<file path="config.mk">
export PLATFORM = sky130hd
export DESIGN_NAME = fetch_stage
export DESIGN_NICKNAME = d
export VERILOG_FILES = /design/src/rtl/fetch_stage.sv
export SDC_FILE = /design/constraint.sdc
export NUM_CORES = 1
export LEC_CHECK = 0
export CORE_UTILIZATION = 53
export CTS_BUF_LIST = sky130_fd_sc_hd__clkbuf_4 sky130_fd_sc_hd__clkbuf_8
export DETAILED_ROUTE_END_ITERATION = 7
export PLACE_DENSITY = 0.92
export SLEW_MARGIN = 10
export SYNTH_ARGS = -nofsm -noshare
export SYNTH_HDL_FRONTEND = slang
export SYNTH_SLANG_ARGS = --single-unit
</file>
<file path="constraint.sdc">
create_clock -name clk -period 2.34 [get_ports clk]
set_input_delay 0.351 -clock clk [delete_from_list [all_inputs] [get_ports clk]]
set_output_delay 0.351 -clock clk [all_outputs]
set_load 0.005 [all_outputs]
</file>
<file path="src/rtl/fetch_stage.sv">
`default_nettype none
// +----------------------------------------------------------------------------+
// | Module  : fetch_stage                                                      |
// | Brief   : Instruction fetch with ready-handshake imem port, one-entry skid |
// |           buffer for decode stalls, branch redirect and HLT freeze.        |
// | Revision: 1.0 - initial release                                            |
// +----------------------------------------------------------------------------+
module fetch_stage #(
  parameter logic [15:0] RESET_PC    = 16'h0000,
  parameter logic [15:0] NOP_INSTR   = 16'h0000,
  parameter logic [3:0]  HALT_OPCODE = 4'hF
) (
  input  logic        clk,
  input  logic        rst_n,
  input  logic        stall_i,
  input  logic        redirect_i,
  input  logic [15:0] redirect_pc_i,
  output logic        imem_req_o,
  output logic [15:0] imem_addr_o,
  input  logic        imem_ready_i,
  input  logic [15:0] imem_data_i,
  output logic [15:0] pc_o,
  output logic [15:0] instr_fd_o,
  output logic [15:0] pc_plus2_fd_o,
  output logic        valid_fd_o,
  output logic        hlt_f_o
);

  localparam logic [1:0] ST_FETCH  = 2'd0;
  localparam logic [1:0] ST_HOLD   = 2'd1;
  localparam logic [1:0] ST_HALTED = 2'd2;

  logic [1:0]  r_state;
  logic [15:0] r_pc;
  logic [15:0] r_instrFd;
  logic [15:0] r_pcPlus2Fd;
  logic        r_validFd;
  logic [15:0] r_skidInstr;
  logic [15:0] r_skidPcPlus2;

  logic        w_req;
  logic        w_done;
  logic        w_fetchHlt;
  logic        w_skidHlt;
  logic [15:0] w_pcPlus2;

  assign w_pcPlus2  = r_pc + 16'd2;
  assign w_req      = rst_n & (r_state == ST_FETCH) & ~redirect_i;
  assign w_done     = w_req & imem_ready_i;
  assign w_fetchHlt = (imem_data_i[15:12] == HALT_OPCODE);
  assign w_skidHlt  = (r_skidInstr[15:12] == HALT_OPCODE);

  assign imem_req_o    = w_req;
  assign imem_addr_o   = r_pc;
  assign pc_o          = r_pc;
  assign instr_fd_o    = r_instrFd;
  assign pc_plus2_fd_o = r_pcPlus2Fd;
  assign valid_fd_o    = r_validFd;
  assign hlt_f_o       = (r_state == ST_HALTED);

  always_ff @(posedge clk or negedge rst_n) begin
    if (!rst_n) begin
      r_state       <= ST_FETCH;
      r_pc          <= RESET_PC;
      r_instrFd     <= NOP_INSTR;
      r_pcPlus2Fd   <= 16'h0000;
      r_validFd     <= 1'b0;
      r_skidInstr   <= NOP_INSTR;
      r_skidPcPlus2 <= 16'h0000;
    end else if (redirect_i) begin
      // Redirect wins over everything, including a word returned this cycle.
      r_state       <= ST_FETCH;
      r_pc          <= redirect_pc_i;
      r_instrFd     <= NOP_INSTR;
      r_pcPlus2Fd   <= 16'h0000;
      r_validFd     <= 1'b0;
      r_skidInstr   <= NOP_INSTR;
      r_skidPcPlus2 <= 16'h0000;
    end else begin
      case (r_state)
        ST_FETCH: begin
          if (w_done) begin
            if (!stall_i) begin
              r_instrFd   <= imem_data_i;
              r_pcPlus2Fd <= w_pcPlus2;
              r_validFd   <= 1'b1;
              if (w_fetchHlt) begin
                r_state <= ST_HALTED;
              end else begin
                r_pc <= w_pcPlus2;
              end
            end else begin
              r_skidInstr   <= imem_data_i;
              r_skidPcPlus2 <= w_pcPlus2;
              r_state       <= ST_HOLD;
              if (!w_fetchHlt) begin
                r_pc <= w_pcPlus2;
              end
            end
          end else if (!stall_i) begin
            r_instrFd   <= NOP_INSTR;
            r_pcPlus2Fd <= 16'h0000;
            r_validFd   <= 1'b0;
          end
        end
        ST_HOLD: begin
          if (!stall_i) begin
            r_instrFd   <= r_skidInstr;
            r_pcPlus2Fd <= r_skidPcPlus2;
            r_validFd   <= 1'b1;
            r_state     <= w_skidHlt ? ST_HALTED : ST_FETCH;
          end
        end
        ST_HALTED: begin
          // The HLT itself drains to decode, then only bubbles follow.
          if (!stall_i) begin
            r_instrFd   <= NOP_INSTR;
            r_pcPlus2Fd <= 16'h0000;
            r_validFd   <= 1'b0;
          end
        end
        default: begin
          r_state <= ST_FETCH;
        end
      endcase
    end
  end

endmodule
`default_nettype wire

</file>
==> impl_results.md, run 1 <==
- HPWL Detailed: approximately 9400 µm
- DRC viols: 0
- Worst-path cell chain: inv_1, ha_4, clkinv_1, a221o_1, nand3_1, a21boi_0, a31o_2
- Sequential share of the synthesized area: 43.8%
- Final hold vios: 0
- Max cap viols: 0
- CP startpoint kind: register
- Critical path's slowest cell: a221o_1
- Fin crit share: a little over nine tenths
- Util after Layout: 70.7%
- Total gr overflow: 0
- CTS tree: done
- Synth Register Bits: a little over 80
- Placement Setup Slack: around 0.092 ns
- Final setup fails: 0
- First-pass GRT wire length: about 22000 µm
- Hold Slack: between 0.3 and 0.4 ns
- Initial antenna violation count: 0
- DR vias: 4595
- Netlist Area Pre-Place: around 0.0047 mm²
- Vias in the first global route: 4411
- IO Pins: ~100
- PnR worst setup slack: approximately 0.15 ns
- Syn_area_per_cell: ~9.1 µm²
- Crit path time final: around 2.2 ns
- Post-synth EDFFs: 0
- Die H: ~97 µm
- Maximum level of the CTS H-tree: 3
- Die area: between 0.009 and 0.01 mm²
- Port Buffers: slightly above 100
- Die W: 96.6 µm
- Pre-antenna DRT Iters: 7
- Clock Path Buffers: 2
- P per Cell Area: approximately 860 mW/mm²
- CTS clk-pin slew, worst paths: 0.08 ns
- RSZ-0062 raised after global routing: false
- Via/cell ratio: between 6 and 7
- Root Driver: clkbuf_8
- Total GRT Usage: 31.2%
- Post-CTS Setup Inserts: 0
- Ys async rst share: 100%
- Area grow syn2layout: 29.4%
- Lkg Pwr: between 2 and 3 nW
- Status: finished clean
- DR WL/cell: 19.1 µm
- Worst Hold Class: in -> async
- Top FF cell, synth: dfrtp_1
- Leading cell type in the layout, fill and taps excluded: clkdlybuf4s50_1
- Wire length after detailed routing: approximately 14000 µm
- Clk_skew: 0.0117 ns
- Routability cong.: 0.927
- Ys Warns: 0
- Initial DRC count: ~350
- Critical Path End Type: register
- Crit path required time: roughly 2.6 ns
- Setup TNS: 0 ns
- Slew @ Worst Pin: 0.833 ns
- Core Region: 0.00868 mm²
- Antenna Cells: 0
- Max IR drop VDD: approximately 0.43 mV
- Synth Instances: between 500 and 600
- Max stage delay on crit path: ~0.46 ns
- Largest net degree at the start of global routing: 66
- Syn Nets: approximately 560
- Starting density of the core: about 55%
- Clk_lat worst skew: 0.37 ns
- Final slew viol count: 0
- Distinct cell type count after synthesis: 54
- Commonest cells after routing, fill and taps aside: clkdlybuf4s50_1, dfrtp_1, nand2_1
- CTS Buf Count: 9
- Final ANT Viol Nets: 0
- Arr. time, crit path: ~2.5 ns
- Fraction of layout cells with a size suffix above 1: 10.6%
- Cell Rows: 34
- FMAX: 0.456 GHz
- Max-Slew Margin vs Limit: about 44%
- Crit Path Class: reg -> reg
- Overall Power: between 5 and 6 mW
- Worst-path fanout max: 17
- Clock sink count: between 80 and 90
- Nets: roughly 650
==> synthesized netlist by cell type, types with 9 or more instances <==
cell type | n | area share, %
o21ai_0 | 27 | 2.9
dfrtp_1 | 83 | 44
xnor2_1 | 11 | 2.0
xor2_1 | 9 | 1.7
a21oi_1 | 21 | 2.2
a211o_1 | 12 | 2.2
buf_2 | 13 | 1.4
a31oi_1 | 9 | 1.2
nor2_1 | 26 | 2.1
a22o_1 | 22 | 4.1
and3_1 | 21 | 2.8
nand3_1 | 25 | 2.6
a32o_1 | 10 | 2.1
nand2_1 | 77 | 6.1
a211oi_1 | 22 | 3.5
clkbuf_1 | 21 | 1.7
buf_4 | 18 | 2.9
==> registers in the layout (all words and copies together) (netlist names) <==
signal         flops
r_skidPcPlus2     16
imem_addr_o       16
instr_fd_o        16
r_skidInstr       16
r_state            2
valid_fd_o         1
pc_plus2_fd_o     16
==> worst max-delay path, delay by kind of cell (launching register included) <==
family,cells,cell delay [ns]
fa+ha+maj,1,0.29
compound gates,3,0.78
buf+inv,2,0.52
flops,1,0.40
simple gates,1,0.09
==> kinds of logic after synthesis <==
| family | after synthesis | share of synthesized area [%] |
|---|---|---|
| AOI/OAI and AO/OA | 157 | 24.5 |
| and+or+nand+nor | 183 | 18.2 |
| muxes | 5 | 1.13 |
| buffers and inverters | 66 | 7.31 |
| xor gates and xnor gates | 20 | 3.69 |
| adders and majority gates | 5 | 1.32 |
| DFF | 83 | 43.8 |
==> cell type report <==
cell class                 instances  area (µm²)
fill                             667        2540
multi-input combinational        370        2340
sequential                        83        2080
timing repair buffer             139        1350
clock buffer                      11         145
tap                              108         135
clock inverter                     5        62.6
inverter                           8        30.0
==> final timing paths <==
path,startpoint,endpoint,slack [ns],cells past startpoint
worst max register to register,r_state[1],pc_plus2_fd_o[14],0.15,7
max in group asynchronous,rst_n,valid_fd_o,0.95,3
min in group clk,redirect_i,r_skidPcPlus2[15],0.46,4
worst min register to register,r_skidPcPlus2[9],r_skidPcPlus2[9],0.49,2
worst max-delay path,r_state[1],pc_plus2_fd_o[14],0.15,7
worst min-delay path,rst_n,r_skidPcPlus2[13],0.34,2
==> stage by stage <==
stage / cells / area, µm²
after floorplan: 519 / 4740
after global placement: 707 / 5900
after detailed placement: 707 / 5900
after CTS: 724 / 6130
after global routing: 724 / 6130
final: 724 / 6130
==> per-layer routing <==
metal | vias up | share of wire (%) | GRT usage (%)
met4 | 0 | 1.7 | 13.6
li1 | 2081 | - | -
met2 | 294 | 49 | 50.9
met5 | - | 0 | 0
met3 | 21 | 10 | 7.51
met1 | 2199 | 39 | 39.2
==> what timing repair did <==
item                                   CTS  global route
endpoints found under the hold margin    4             0
hold buffers                             1             0
setup endpoints to repair                1             0
resized for setup                        5             0
==> where the power goes <==
| group | internal, mW | total (mW) | switching [mW] | leakage (nW) |
|---|---|---|---|---|
| Sequential | 1.69 | 1.97 | 0.277 | 1.09 |
| Clock | 0.538 | 1.09 | 0.549 | 0.0992 |
| Combinational | 1.11 | 2.21 | 1.11 | 1.43 |
Note: power is estimated with default switching activity, not from simulation.
==> inputs of run 2 (changes only) <==
- CTS_CLUSTER_DIAMETER: default -> 50
==> results of run 2 <==
Final layout, timing and power as in run 1 (identical DEF).
